## src/rtl/dmem_arbiter_if.sv

```systemverilog
// Requester-side bus of the data-memory arbiter: CPU data port (port 0),
// loader/debug DMA port (port 1) and the port 1 lock request.
interface dmem_arbiter_if #(
  parameter int AW = 32,
  parameter int DW = 32
);
  logic          req0;
  logic          we0;
  logic [AW-1:0] addr0;
  logic [DW-1:0] wdata0;
  logic          gnt0;
  logic          rvalid0;
  logic [DW-1:0] rdata0;

  logic          req1;
  logic          we1;
  logic [AW-1:0] addr1;
  logic [DW-1:0] wdata1;
  logic          gnt1;
  logic          rvalid1;
  logic [DW-1:0] rdata1;

  logic          lock1;

  // Requesters drive requests and consume grants / read data.
  modport master (
    output req0, we0, addr0, wdata0,
    output req1, we1, addr1, wdata1, lock1,
    input  gnt0, rvalid0, rdata0,
    input  gnt1, rvalid1, rdata1
  );

  // The arbiter consumes requests and drives grants / read data.
  modport slave (
    input  req0, we0, addr0, wdata0,
    input  req1, we1, addr1, wdata1, lock1,
    output gnt0, rvalid0, rdata0,
    output gnt1, rvalid1, rdata1
  );
endinterface

```

## src/rtl/dmem_arbiter.sv

```systemverilog
// Two-port arbiter in front of a single-port synchronous data RAM.
// Grants are combinational in the request cycle; read data returns one
// cycle later and is steered by a registered per-port valid. Port 1 can
// lock the RAM, but the lock is forcibly released after MAX_LOCK grants
// so port 0 is never starved for longer than that.
module dmem_arbiter #(
  parameter int AW         = 32,
  parameter int DW         = 32,
  parameter int FIXED_PRIO = 0,
  parameter int MAX_LOCK   = 16
) (
  input  logic           clk,
  input  logic           reset,
  dmem_arbiter_if.slave  bus,
  output logic           ram_en,
  output logic           ram_we,
  output logic [AW-1:0]  ram_addr,
  output logic [DW-1:0]  ram_wdata,
  input  logic [DW-1:0]  ram_rdata
);

  typedef enum logic [0:0] {
    ARB    = 1'b0,
    LOCKED = 1'b1
  } arb_state_e;

  localparam logic [7:0] MAX_LOCK_C = 8'(MAX_LOCK);

  arb_state_e state_q;
  logic       last_q;       // port that won the most recent grant
  logic [7:0] lock_cnt_q;   // port 1 grants taken in the current lock
  logic       rvalid0_q;
  logic       rvalid1_q;

  logic       gnt0_s;
  logic       gnt1_s;
  logic [7:0] lock_cnt_d;

  // Grant decision: only port 1 may win while locked; in ARB a tie goes to
  // port 0 under fixed priority, otherwise to the port that did not win last.
  always_comb begin
    gnt0_s = 1'b0;
    gnt1_s = 1'b0;
    if (!reset) begin
      case (state_q)
        ARB: begin
          if (bus.req0 && bus.req1) begin
            if ((FIXED_PRIO != 0) || last_q) begin
              gnt0_s = 1'b1;
            end else begin
              gnt1_s = 1'b1;
            end
          end else begin
            gnt0_s = bus.req0;
            gnt1_s = bus.req1;
          end
        end
        LOCKED: begin
          gnt1_s = bus.req1;
        end
        default: begin
          gnt0_s = 1'b0;
          gnt1_s = 1'b0;
        end
      endcase
    end else begin
      gnt0_s = 1'b0;
      gnt1_s = 1'b0;
    end
  end

  // RAM command mux: port 1 fields only when port 1 holds the grant.
  always_comb begin
    ram_en    = gnt0_s | gnt1_s;
    ram_we    = bus.we0;
    ram_addr  = bus.addr0;
    ram_wdata = bus.wdata0;
    if (gnt1_s) begin
      ram_we    = bus.we1;
      ram_addr  = bus.addr1;
      ram_wdata = bus.wdata1;
    end else begin
      ram_we    = bus.we0;
      ram_addr  = bus.addr0;
      ram_wdata = bus.wdata0;
    end
  end

  // Next lock count if port 1 is granted while locked.
  always_comb begin
    lock_cnt_d = lock_cnt_q + 8'd1;
  end

  // Arbitration FSM, lock accounting and read-return tagging.
  always_ff @(posedge clk or posedge reset) begin
    if (reset) begin
      state_q    <= ARB;
      last_q     <= 1'b1;
      lock_cnt_q <= 8'd0;
      rvalid0_q  <= 1'b0;
      rvalid1_q  <= 1'b0;
    end else begin
      // A read granted this cycle returns next cycle to the same port.
      rvalid0_q <= gnt0_s && !bus.we0;
      rvalid1_q <= gnt1_s && !bus.we1;

      case (state_q)
        ARB: begin
          if (gnt0_s) begin
            last_q <= 1'b0;
          end else if (gnt1_s) begin
            last_q <= 1'b1;
          end
          if (gnt1_s && bus.lock1) begin
            if (MAX_LOCK_C <= 8'd1) begin
              // The locking grant already exhausts the allowance.
              state_q    <= ARB;
              lock_cnt_q <= 8'd0;
            end else begin
              state_q    <= LOCKED;
              lock_cnt_q <= 8'd1;
            end
          end
        end
        LOCKED: begin
          // Any exit leaves last=1 so port 0 wins the next tie.
          last_q <= 1'b1;
          if (!bus.lock1) begin
            state_q    <= ARB;
            lock_cnt_q <= 8'd0;
          end else if (gnt1_s) begin
            if (lock_cnt_d == MAX_LOCK_C) begin
              state_q    <= ARB;
              lock_cnt_q <= 8'd0;
            end else begin
              lock_cnt_q <= lock_cnt_d;
            end
          end
        end
        default: begin
          state_q    <= ARB;
          lock_cnt_q <= 8'd0;
          last_q     <= 1'b1;
        end
      endcase
    end
  end

  assign bus.gnt0    = gnt0_s;
  assign bus.gnt1    = gnt1_s;
  assign bus.rvalid0 = rvalid0_q;
  assign bus.rvalid1 = rvalid1_q;
  // Both ports see the RAM data; consumers qualify it with their rvalid.
  assign bus.rdata0  = ram_rdata;
  assign bus.rdata1  = ram_rdata;

endmodule
```

## src/flat_wrapper.sv

```systemverilog
// flat-port wrapper written by rule: the top's interface ports become plain ports
module dmem_arbiter_flat 
#(
  parameter int AW         = 32,
  parameter int DW         = 32,
  parameter int FIXED_PRIO = 0,
  parameter int MAX_LOCK   = 16
)
  (clk, reset, ram_en, ram_we, ram_addr, ram_wdata, ram_rdata, bus_req0, bus_we0, bus_addr0, bus_wdata0, bus_req1, bus_we1, bus_addr1, bus_wdata1, bus_lock1, bus_gnt0, bus_rvalid0, bus_rdata0, bus_gnt1, bus_rvalid1, bus_rdata1);
  dmem_arbiter_if #(.AW(AW), .DW(DW)) bus_i ();
  input  logic clk;
  input  logic reset;
  output logic ram_en;
  output logic ram_we;
  output logic [AW-1:0] ram_addr;
  output logic [DW-1:0] ram_wdata;
  input  logic [DW-1:0] ram_rdata;
  input wire logic [$bits(bus_i.req0)-1:0] bus_req0;
  input wire logic [$bits(bus_i.we0)-1:0] bus_we0;
  input wire logic [$bits(bus_i.addr0)-1:0] bus_addr0;
  input wire logic [$bits(bus_i.wdata0)-1:0] bus_wdata0;
  input wire logic [$bits(bus_i.req1)-1:0] bus_req1;
  input wire logic [$bits(bus_i.we1)-1:0] bus_we1;
  input wire logic [$bits(bus_i.addr1)-1:0] bus_addr1;
  input wire logic [$bits(bus_i.wdata1)-1:0] bus_wdata1;
  input wire logic [$bits(bus_i.lock1)-1:0] bus_lock1;
  output wire logic [$bits(bus_i.gnt0)-1:0] bus_gnt0;
  output wire logic [$bits(bus_i.rvalid0)-1:0] bus_rvalid0;
  output wire logic [$bits(bus_i.rdata0)-1:0] bus_rdata0;
  output wire logic [$bits(bus_i.gnt1)-1:0] bus_gnt1;
  output wire logic [$bits(bus_i.rvalid1)-1:0] bus_rvalid1;
  output wire logic [$bits(bus_i.rdata1)-1:0] bus_rdata1;
  assign bus_i.req0 = bus_req0;
  assign bus_i.we0 = bus_we0;
  assign bus_i.addr0 = bus_addr0;
  assign bus_i.wdata0 = bus_wdata0;
  assign bus_i.req1 = bus_req1;
  assign bus_i.we1 = bus_we1;
  assign bus_i.addr1 = bus_addr1;
  assign bus_i.wdata1 = bus_wdata1;
  assign bus_i.lock1 = bus_lock1;
  assign bus_gnt0 = bus_i.gnt0;
  assign bus_rvalid0 = bus_i.rvalid0;
  assign bus_rdata0 = bus_i.rdata0;
  assign bus_gnt1 = bus_i.gnt1;
  assign bus_rvalid1 = bus_i.rvalid1;
  assign bus_rdata1 = bus_i.rdata1;
  dmem_arbiter #(.AW(AW), .DW(DW), .FIXED_PRIO(FIXED_PRIO), .MAX_LOCK(MAX_LOCK)) u_core (.clk(clk), .reset(reset), .bus(bus_i), .ram_en(ram_en), .ram_we(ram_we), .ram_addr(ram_addr), .ram_wdata(ram_wdata), .ram_rdata(ram_rdata));
endmodule
```

## config.mk

```make
export PLATFORM = sky130hd
export DESIGN_NAME = dmem_arbiter_flat
export DESIGN_NICKNAME = d
export VERILOG_FILES = /design/src/rtl/dmem_arbiter_if.sv /design/src/rtl/dmem_arbiter.sv /design/src/flat_wrapper.sv
export SDC_FILE = /design/constraint.sdc
export NUM_CORES = 1
export LEC_CHECK = 0
export BUFFER_PORTS_ARGS = -buffer_cell sky130_fd_sc_hd__buf_2
export CAP_MARGIN = 20
export CORE_AREA = 5 5 114 116
export DETAILED_ROUTE_END_ITERATION = 8
export DIE_AREA = 0 0 119 121
export PLACE_DENSITY = 0.55
export RECOVER_POWER = 100
export SLEW_MARGIN = 15
export SYNTH_ARGS = -nofsm -noshare
export SYNTH_HDL_FRONTEND = slang
export SYNTH_SLANG_ARGS = --single-unit
```

## constraint.sdc

```tcl
create_clock -name clk -period 2.2 [get_ports clk]
set_input_delay 0 -clock clk [delete_from_list [all_inputs] [get_ports clk]]
set_output_delay 0 -clock clk [all_outputs]
set_load 0.02 [all_outputs]
```

Word level (Yosys, flattened, before mapping). Index checks and enable logic that the tools add are counted.

$add $sub $neg: 1. Eq/ne operators: 4. Muxes and demuxes: 24. Bitwise gates (word level): 2. Reductions and logical operators: 7.

Operators with widths (number): 32-bit 2-to-1 mux (2); 8-bit 2-to-1 mux (4); 8-bit one-hot mux with 2 select lines (1); 1-bit 2-to-1 mux (14); 8-bit by 1-bit adder with 8-bit output (second input constant) (1); 8-bit by 5-bit == test with 1-bit output (second input constant) (1); 1-bit one-hot mux with 2 select lines (3); 1-bit logical AND (4); 3-bit by 1-bit inequality test with 1-bit output (second input constant) (1); 3-bit inequality test (second input constant) (1); 1-bit logical NOT (2); 2-bit by 1-bit inequality test with 1-bit output (second input constant) (1); 2-bit AND reduction (1); 1-bit NOT (1); 1-bit OR (1).

Bits in registers: 12. Input bits: 167. Output and inout bits: 134. Word-level logic and storage cells: 43.

Logic depth before layout (Yosys ltp). Gate-level depths: netlist of the first run.

Depth in word-level cells: 7. Depth in mapped cells: 8. Mapped depth without buffers: 6.

Worst setup path after synthesis of the first run. Ideal clock, no wire load.

Path kind: reg-to-reg. From: register u_core.lock_cnt_q[0]. To: register u_core.lock_cnt_q[0]. Setup time: 94 ps. Arrival: 1535 ps. Data required time: 2106 ps. Slack: 572 ps. Stages on the path, launching flop included: 7. Path buffers: 0. Cell sequence: dfrtp_1 -> ha_1 -> and2_2 -> a21oi_1 -> nor3b_1 -> o2111a_2 -> a221oi_2.

Longest elaborated chain between the ends: 6.

RTL lines: from (decl) (line dmem_arbiter.sv:31) `logic [7:0] lock_cnt_q;`; from (signal assigned) (line dmem_arbiter.sv:136) `lock_cnt_q <= lock_cnt_d;`; 8-bit by 1-bit adder with 8-bit output (*) (line dmem_arbiter.sv:91) `lock_cnt_d = lock_cnt_q + 8'd1;`; 8-bit by 5-bit == test with 1-bit output (line dmem_arbiter.sv:132) `if (lock_cnt_d == MAX_LOCK_C) begin`; 8-bit 2-to-1 mux (*) (line dmem_arbiter.sv:132); 8-bit 2-to-1 mux (*) (line dmem_arbiter.sv:131) `end else if (gnt1_s) begin`; 8-bit 2-to-1 mux (*) (line dmem_arbiter.sv:128) `if (!bus.lock1) begin`; 8-bit one-hot mux with 2 select lines (*) (line dmem_arbiter.sv:107) `case (state_q)`.

Every way passes the cells marked *; elsewhere a longest branch is shown, timed or not. The select of a mux whose other input is x is not followed. A chain may end at the register's enable or synchronous reset.

Worst setup path after layout of the first run.
From: input reset. To: output ram_wdata[1].

Longest elaborated chain between the ends: 2.

RTL lines: from (decl) (line flat_wrapper.sv:12) `input logic reset;`; 1-bit 2-to-1 mux (line dmem_arbiter.sv:44) `if (!reset) begin`; 32-bit 2-to-1 mux (line dmem_arbiter.sv:78) `if (gnt1_s) begin`; to (decl) (line flat_wrapper.sv:16) `output logic [DW-1:0] ram_wdata;`.

No other way between the ends.

==> out/qor.yml, run 1 <==
status: "finished, final reports clean"
final-instance-count-excl-fill: 641
syn-num-nets: 530
viasPerCell: 4.09
drc: 0
synth-seq-cells: 12
synth_top_cell_by_area: "nand2_1"
wirelength_um: 7540
clk_latency_ns: 0.24
r2r_cells: 6
rr_endpoint: "u_core.lock_cnt_q[0]"
hold_end: "bus_rdata1[3]"
final_cell_area_um2: 2810
synthCells: 361
hold_start: "ram_rdata[3]"
arrival_ns: 1.96
yosysWarnings: 0
numCtsBuffers: 3
cts_resized: 0
wl_per_cell_um: 11.8
h-tree-depth: 1
cts_root_buffer: "clkbuf_16"
routabilityCongestion: 0.757
first_iter_violations: 68
coreArea_um2: 11800
ff2ff_setup_slack_ns: 0.42
grt_first_pass_wirelength_um: 11900
rr_startpoint: "u_core.lock_cnt_q[0]"
skew_ns: 0.00181
post_dp_cell_area_um2: 2740
cts_sinks: 12
fp.dieW_um: 119
cp_max_fo: 25
crit_required_ns: 2.20
vias: 2623
slowest_delay_ns: 0.53
grt_antenna_before_repair: 0
tightest_slew_ns: 0.427
cts_tree: "built"
grt_max_degree: 71
hpwl_um: 6120
mostFrequentLayoutCells: "nand2_1 (203), buf_2 (151), clkbuf_1 (37)"
synthTopCellsByArea: "nand2_1 (38%), buf_4 (24%), dfrtp_1 (14%)"
diodes: 0
setup_viol_count_final: 0
fin_nets: 664
netlist_area_um2: 2020
min_path_cells: 0
final_common_cell: "nand2_1"
path_cells: "dlygate4sd3_1, clkbuf_1, nor2b_1, nand2_1, inv_2, buf_12, nand2_1, nand2_1, clkbuf_1"
finalHoldViolCount: 0
crit_top_cell: "nand2_1"
dp_cells: 634
fp-row-count: 40
start_util_pct: 17.1
grtUsageTotal_pct: 9.71
slew_headroom_pct: 71.5
netlist.area_leader.share_pct: 37.7
fin_crit_ns: 1.96
worstSetupStartpointType: "primary input"
rsz0062_at_grt: "false"
hold_class: "primary input to output pin"
fillers: 1368
drive_gt1_share_pct: 37.2
crit_buf_inv: 5
finalCritPeriodShare_pct: 89.0
slowest_stage: "dlygate4sd3_1"
synthToLayoutAreaGrowth_pct: 38.9
power_leakage_nw: 1.69
syn_area_per_cell_um2: 5.60
end_kind: "output pin"
die_h_um: 121
total_power_mw: 1.29
cts_hold_buf: 3
ios: 301
ant_nets: 0
io_buffers: 204
first_global_vias: 2601
crit_family: "buffers and inverters"
startpoint: "reset"
power_density_nw_per_um2: 459
vdd_drop_max_mv: 0.197
dieArea_um2: 14400
dr.pass1.iters: 4
maxCapViolations: 0
path_class: "primary input to output pin"
synth_seq_area_share_pct: 14.9
slew_viol_final: 0
fmax_ghz: 0.511
setup_tns_ns: 0
ys_types: 33
clk_path_buf_depth: 2
grt_remaining_overflow: 0
cts_setup_buffers: 0
==> synthesized netlist by cell type, drive strengths merged <==
library cell and instances:
a211oi 2, a21boi 1, a21oi 12, a221oi 1, a31oi 5, a32o 1
a41o 1, and2 1, and3 3, and4 2, buf 71, clkbuf 11
dfrtp 11, dfstp 1, ha 2, inv 6, nand2 203, nand2b 1
nand3 2, nand3b 1, nor2 7, nor2b 1, nor3 2, nor3b 1
o2111a 1, o2111ai 1, o21ai 6, o22ai 1, or2 1, xnor2 2
==> routing by layer <==
layer | share of wire, % | up-vias | wire length, µm | global-route usage (%)
li1 | - | 1328 | - | -
met1 | 39 | 1108 | 2910 | 11.3
met3 | 11 | 29 | 831 | 3.26
met2 | 48 | 158 | 3610 | 16.2
met5 | 0 | - | 0 | 0
met4 | 2.6 | 0 | 193 | 4.13
==> logic make-up after synthesis <==
| family | count (synthesis) | synth area share [%] |
|---|---|---|
| AND/OR/NAND/NOR | 225 | 44.1 |
| XOR/XNOR | 2 | 0.866 |
| adder cells (fa/ha/maj) | 2 | 1.24 |
| flip-flops | 12 | 14.9 |
| AO/OA/AOI/OAI | 32 | 10.3 |
| buffers and inverters | 88 | 28.6 |
==> power breakdown <==
| part | total, mW | switching (mW) | internal [mW] |
|---|---|---|---|
| sequential | 0.268 | 0.0262 | 0.241 |
| combinational | 0.643 | 0.396 | 0.247 |
| clock | 0.378 | 0.103 | 0.275 |
| total | 1.29 | 0.526 | 0.763 |
==> metrics by stage <==
stage	setup slack [ns]	hold slack, ns	utilization, %
global placement	0.481	0.000211	23.2
global route	0.0534	0.0000438	23.8
finish	0.243	0.00000655	23.8
CTS	0.227	0.000211	24.2
floorplan	0.572	-0.128	-
detailed placement	0.442	0.000211	23.2
==> final cells by class <==
cell class	count	area [µm²]	share of cell area, %
inverters	6	22.5	0.801
repair buffers	211	1070	38.2
flip-flops and latches	12	302	10.7
clock buffers	4	88.8	3.16
multi-input cells	261	1140	40.6
well taps	147	184	6.54
==> sequential cells by signal, summed over array words and instances, names as in the netlist <==
| name | count |
|---|---|
| u_core.bus.rvalid0 | 1 |
| u_core.bus.rvalid1 | 1 |
| u_core.state_q | 1 |
| u_core.last_q | 1 |
| u_core.lock_cnt_q | 8 |
==> worst max path at each step <==
| stage | end | depth (start not counted) |
|---|---|---|
| 2_1_floorplan | u_core.lock_cnt_q[0] | 6 |
| 3_3_place_gp | u_core.lock_cnt_q[0] | 6 |
| 3_5_place_dp | u_core.lock_cnt_q[0] | 6 |
| 4_1_cts | ram_wdata[7] | 9 |
| 5_1_grt | ram_addr[23] | 9 |
| 6_report | ram_wdata[1] | 9 |
Power figures use the tool's default switching activity.
==> run 2: changes to the inputs <==
==> constraint.sdc (replaced) <==
create_clock -name clk -period 1.95 [get_ports clk]
set_input_delay 0 -clock clk [delete_from_list [all_inputs] [get_ports clk]]
set_output_delay 0 -clock clk [all_outputs]
set_load 0.02 [all_outputs]
==> out/qor.yml, run 2 (synthesized netlist as in run 1, its figures left out) <==
fmax_ghz: 0.545
synthToLayoutAreaGrowth_pct: 39.5  # was 38.9%
io_buffers: 204  # unchanged
largest-register: "u_core.lock_cnt_q"  # unchanged
grt_remaining_overflow: 0  # unchanged
combPwrFrac_pct: 51.6  # was 49.9%
ant_nets: 0  # unchanged
power.internal_mw: 0.830  # was 0.763 mW
place_ws_ns: 0.220  # was 0.442 ns
crit_buf_inv: 3  # was 5
crit_top_cell: "nand2_1"  # unchanged
final-instance-count-excl-fill: 643  # was 641
crit_required_ns: 1.95  # was 2.20 ns
hold_class: "primary input to output pin"  # unchanged
grtUsageTotal_pct: 9.44  # was 9.71%
worst_slack_ns: 0.116  # was 0.243 ns
clkPwrFrac_pct: 27.5  # was 29.4%
fin_util_pct: 23.9  # was 23.8%
vias: 2591  # was 2,623
maxCapViolations: 0  # unchanged
slowest_stage: "dfstp_1"  # was dlygate4sd3_1
viasPerCell: 4.03  # was 4.09
fp-row-count: 40  # unchanged
p_switching_mw: 0.590  # was 0.526 mW
fp.dieW_um: 119  # unchanged
cts_sinks: 12  # unchanged
cts_setup_buffers: 0  # unchanged
path_class: "register to output pin"  # was primary input to output pin
crit_family: "buffers and inverters"  # unchanged
drc: 0  # unchanged
fin_crit_ns: 1.83
final_common_cell: "nand2_1"  # unchanged
arrival_ns: 1.83  # was 1.96 ns
setup_viol_count_final: 0  # unchanged
finalHoldViolCount: 0  # unchanged
h-tree-depth: 1  # unchanged
tightest_slew_ns: 0.455  # was 0.427 ns
numCtsBuffers: 3  # unchanged
fin_nets: 666  # was 664
rsz0062_at_grt: "false"  # unchanged
clk_path_buf_depth: 2  # unchanged
first_global_vias: 2517  # was 2,601
finalCritPeriodShare_pct: 94.0
path_cells: "nand3b_1, nand2_2, clkinv_2, buf_12, nand2_1, nand2_1, clkbuf_2"  # was dlygate4sd3_1, clkbuf_1, nor2b_1, nand2_1, inv_2, buf_12, nand2_1, nand2_1, clkbuf_1
largest_reg_flops: 8  # unchanged
worstSetupStartpointType: "register"  # was primary input
die_h_um: 121  # unchanged
wl_per_cell_um: 11.5  # was 11.8 µm
cts_root_buffer: "clkbuf_16"  # unchanged
coreArea_um2: 11800  # unchanged
grt_max_degree: 71  # unchanged
setup_tns_ns: 0  # unchanged
end_kind: "output pin"  # unchanged
hpwl_um: 6110  # was 6120 µm
grt_first_pass_wirelength_um: 11400  # was 11,900 µm
dp_cells: 636  # was 634
power_leakage_nw: 1.74  # was 1.69 nW
mostFrequentLayoutCells: "nand2_1 (202), buf_2 (136), clkbuf_2 (52)"  # was nand2_1 (203), buf_2 (151), clkbuf_1 (37)
cp_max_fo: 45  # was 25
start_util_pct: 17.1  # unchanged
skew_ns: 0.00125  # was 0.00181 ns
clk_latency_ns: 0.24  # about the same
status: "finished, final reports clean"  # unchanged
dr.pass1.iters: 4  # unchanged
drive_gt1_share_pct: 41.1  # was 37.2%
cts_tree: "built"  # unchanged
ios: 301  # unchanged
grt_antenna_before_repair: 0  # unchanged
diodes: 0  # unchanged
slowest_delay_ns: 0.54  # was 0.53 ns
seqPwrFrac_pct: 20.9  # was 20.8%
power_density_nw_per_um2: 503  # was 459 nW/µm²
first_iter_violations: 49  # was 68
dieArea_um2: 14400  # unchanged
slew_headroom_pct: 69.6  # was 71.5%
routabilityCongestion: 0.749  # was 0.757
slew_viol_final: 0  # unchanged
cts.clk_slew.worst_paths_ns: 0.04
vdd_drop_max_mv: 0.209  # was 0.197 mV
p_sw_share_pct: 41.6  # was 40.8%
wirelength_um: 7420  # was 7540 µm
[run 2: changes by cell type in the layout (fill, tap and decap cells not counted), sizes merged]
cell / previous run / this run
clkbuf: 57 / 74
inv: 6 / 5
clkinv: 0 / 1
buf: 155 / 140
[run 2: area by class of cell]
| class | count | area, µm² |
|---|---|---|
| multi-input cells | 261 | 1140 |
| inverters | 6 | 23.8 |
| flip-flops and latches | 12 | 302 |
| well taps | 147 | 184 |
| fillers | 1364 | 8990 |
| clock buffers | 4 | 78.8 |
| repair buffers | 213 | 1090 |
[run 2: worst paths after layout]
path / startpoint / endpoint / slack [ns] / cells after the start
worst max-delay path: u_core.last_q / ram_addr[1] / 0.12 / 7
worst min-delay path: ram_rdata[27] / bus_rdata1[27] / 0.00001 / 0
worst max register to register: u_core.lock_cnt_q[0] / u_core.lock_cnt_q[0] / 0.17 / 6
worst min register to register: u_core.lock_cnt_q[7] / u_core.lock_cnt_q[7] / 0.50 / 1
max in group asynchronous: reset / u_core.last_q / 1.41 / 4
min in group asynchronous: reset / u_core.lock_cnt_q[0] / 0.30 / 4
[run 2: repair_timing]
action | CTS | global route
gates resized for setup | 0 | 2
endpoints found under the setup margin | 0 | 47
endpoints found under the hold margin | 14 | 0
hold buffers | 3 | 0
[run 2: stage by stage]
stage	area, µm²	power (mW)	hold slack (ns)
2_1_floorplan	2020	0.913	-0.128
3_3_place_gp	2740	1.05	0.000211
3_5_place_dp	2740	1.05	0.000211
4_1_cts	2850	1.46	0.000211
5_1_grt	2820	1.54	0.0000438
6_report	2820	1.42	0.00000972
[run 2: metal layers]
| layer | routed length, µm | GRT usage (%) |
|---|---|---|
| met5 | 0 | 0 |
| met4 | 168 | 4.20 |
| met3 | 875 | 2.84 |
| met2 | 3550 | 16.5 |
| met1 | 2830 | 10.6 |
[run 2: power by group through the flow]
stage                     clock, mW  combinational, mW  sequential, mW
final                         0.391              0.733           0.297
after global routing          0.416              0.818           0.301
after CTS                     0.401              0.759           0.298
after detailed placement          0              0.751           0.302
after global placement            0              0.752           0.299
after floorplan                   0              0.615           0.298
==> run 3: changes to the inputs <==
==> constraint.sdc (replaced) <==
create_clock -name clk -period 1.7 [get_ports clk]
set_input_delay 0 -clock clk [delete_from_list [all_inputs] [get_ports clk]]
set_output_delay 0 -clock clk [all_outputs]
set_load 0.02 [all_outputs]
==> out/qor.yml, run 3 (synthesized netlist as in run 1, its figures left out) <==
die_h_um: 121  # unchanged
rr_startpoint: "u_core.lock_cnt_q[1]"  # was u_core.lock_cnt_q[0]
largest-register: "u_core.lock_cnt_q"  # unchanged
cts_sinks: 12  # unchanged
clkPwrFrac_pct: 26.0  # was 27.5%
seqPwrFrac_pct: 19.5  # was 20.9%
coreArea_um2: 11800  # unchanged
ff2ff_setup_slack_ns: 0.03  # was 0.17 ns
setup_viol_count_final: 0  # unchanged
viasPerCell: 4.02  # was 4.03
hold_end: "bus_rdata1[3]"  # was bus_rdata1[27]
r2r_cells: 6  # unchanged
hold_start: "ram_rdata[3]"  # was ram_rdata[27]
vdd_drop_max_mv: 0.300  # was 0.209 mV
cp_max_fo: 3  # was 45
mostFrequentLayoutCells: "nand2_1 (202), buf_2 (201), a21oi_1 (11)"  # was nand2_1 (202), buf_2 (136), clkbuf_2 (52)
finalCritPeriodShare_pct: 98.0
diodes: 0  # unchanged
h-tree-depth: 1  # unchanged
ios: 301  # unchanged
fmax_ghz: 0.600
finalHoldViolCount: 0  # unchanged
worstSetupStartpointType: "register"  # unchanged
rr_endpoint: "u_core.lock_cnt_q[0]"  # unchanged
rsz0062_at_grt: "true"  # was false
skew_ns: 0.00409  # was 0.00125 ns
final_common_cell: "nand2_1"  # unchanged
slew_headroom_pct: 52.5  # was 69.6%
worst_slack_ns: 0.0344  # was 0.116 ns
crit_buf_inv: 0  # was 3
io_buffers: 204  # unchanged
maxCapViolations: 0  # unchanged
cts.clk_slew.worst_paths_ns: 0.04  # about the same
min_path_cells: 0  # unchanged
power.internal_mw: 1.01  # was 0.830 mW
cts_root_buffer: "clkbuf_16"  # unchanged
start_util_pct: 17.1  # unchanged
drive_gt1_share_pct: 46.1  # was 41.1%
power_density_nw_per_um2: 573  # was 503 nW/µm²
grt_max_degree: 40  # was 71
crit_family: "compound AO/OA/AOI/OAI gates"  # was buffers and inverters
wirelength_um: 7880  # was 7420 µm
cts_tree: "built"  # unchanged
grtUsageTotal_pct: 9.63  # was 9.44%
path_cells: "ha_2, and2_2, a21oi_2, nor3b_2, o2111a_2, a221oi_2"  # was nand3b_1, nand2_2, clkinv_2, buf_12, nand2_1, nand2_1, clkbuf_2
combPwrFrac_pct: 54.5  # was 51.6%
crit_required_ns: 1.84  # was 1.95 ns
path_class: "register to register"  # was register to output pin
grt_remaining_overflow: 0  # unchanged
drc: 0  # unchanged
vias: 2613  # was 2,591
worst_hold_slack_ns: 0.00000656  # was 0.00000972 ns
clk_latency_ns: 0.24  # about the same
setup_tns_ns: 0  # unchanged
tightest_slew_ns: 0.713  # was 0.455 ns
end_kind: "register"  # was output pin
fp-row-count: 40  # unchanged
p_sw_share_pct: 40.6  # was 41.6%
first_global_vias: 2548  # was 2,517
p_switching_mw: 0.688  # was 0.590 mW
slowest_stage: "dfrtp_1"  # was dfstp_1
arrival_ns: 1.80  # was 1.83 ns
place_ws_ns: 0.0855  # was 0.220 ns
status: "finished, final reports clean"  # unchanged
first_iter_violations: 42  # was 49
numCtsBuffers: 3  # unchanged
grt_first_pass_wirelength_um: 11700  # was 11,400 µm
clk_path_buf_depth: 2  # unchanged
dieArea_um2: 14400  # unchanged
grt_antenna_before_repair: 0  # unchanged
routabilityCongestion: 0.805  # was 0.749
fin_crit_ns: 1.67
dr.pass1.iters: 4  # unchanged
hold_class: "primary input to output pin"  # unchanged
slew_viol_final: 0  # unchanged
largest_reg_flops: 8  # unchanged
slowest_delay_ns: 0.38  # was 0.54 ns
fp.dieW_um: 119  # unchanged
synthToLayoutAreaGrowth_pct: 46.5  # was 39.5%
ant_nets: 0  # unchanged
hpwl_um: 6220  # was 6110 µm
wl_per_cell_um: 12.1  # was 11.5 µm
fin_nets: 673  # was 666
power_leakage_nw: 1.84  # was 1.74 nW
-- run 3: routing by layer --
| layer | vias up | part of all wire, % | global-route usage [%] |
|---|---|---|---|
| li1 | 1350 | - | - |
| met1 | 1082 | 37 | 10.5 |
| met2 | 155 | 49 | 17.4 |
| met3 | 26 | 12 | 3.36 |
| met4 | 0 | 2.2 | 3.11 |
| met5 | - | 0 | 0 |
-- run 3: cell type report --
| cell class | count | area, µm² |
|---|---|---|
| inverter | 6 | 27.5 |
| fill | 1350 | 8850 |
| timing repair buffer | 220 | 1210 |
| sequential | 12 | 304 |
| multi-input combinational | 261 | 1160 |
| tap | 147 | 184 |
| clock buffer | 4 | 78.8 |
-- run 3: how the worst max path moves through the flow --
| stage | startpoint | end | cells past startpoint |
|---|---|---|---|
| floorplan | u_core.lock_cnt_q[0] | u_core.lock_cnt_q[0] | 6 |
| global placement | u_core.lock_cnt_q[0] | u_core.lock_cnt_q[0] | 6 |
| detailed placement | u_core.lock_cnt_q[0] | u_core.lock_cnt_q[0] | 6 |
| CTS | u_core.state_q | ram_addr[21] | 7 |
| global route | u_core.lock_cnt_q[1] | u_core.lock_cnt_q[0] | 6 |
| finish | u_core.lock_cnt_q[1] | u_core.lock_cnt_q[0] | 6 |
-- run 3: power by group through the flow --
stage	logic, mW	clock network (mW)	registers, mW
floorplan	0.706	0	0.342
global placement	0.910	0	0.333
detailed placement	0.909	0	0.334
CTS	0.920	0.449	0.330
global route	1.03	0.459	0.335
finish	0.926	0.441	0.331
-- run 3: worst reg2reg max path: stages, from the launching register on --
cell,delay (ns)
dfrtp_1,0.38
ha_2,0.20
and2_2,0.21
a21oi_2,0.16
nor3b_2,0.06
o2111a_2,0.30
a221oi_2,0.26
-- run 3: through the flow --
stage                     instances  area [µm²]  utilization, %  power [mW]
final                           650        2960            25.1        1.70
after detailed placement        642        2810            23.8        1.24
after CTS                       649        2920            24.7        1.70
after floorplan                 361        2020               -        1.05
after global routing            650        2960            25.1        1.82
after global placement          642        2810            23.8        1.24
-- run 3: repair_timing --
item                                    4_1_cts  5_1_grt
hold endpoints to repair                     13        0
buffers inserted                              0        0
hold buffers                                  3        0
resized for setup                             0        8
endpoints found under the setup margin        0       68
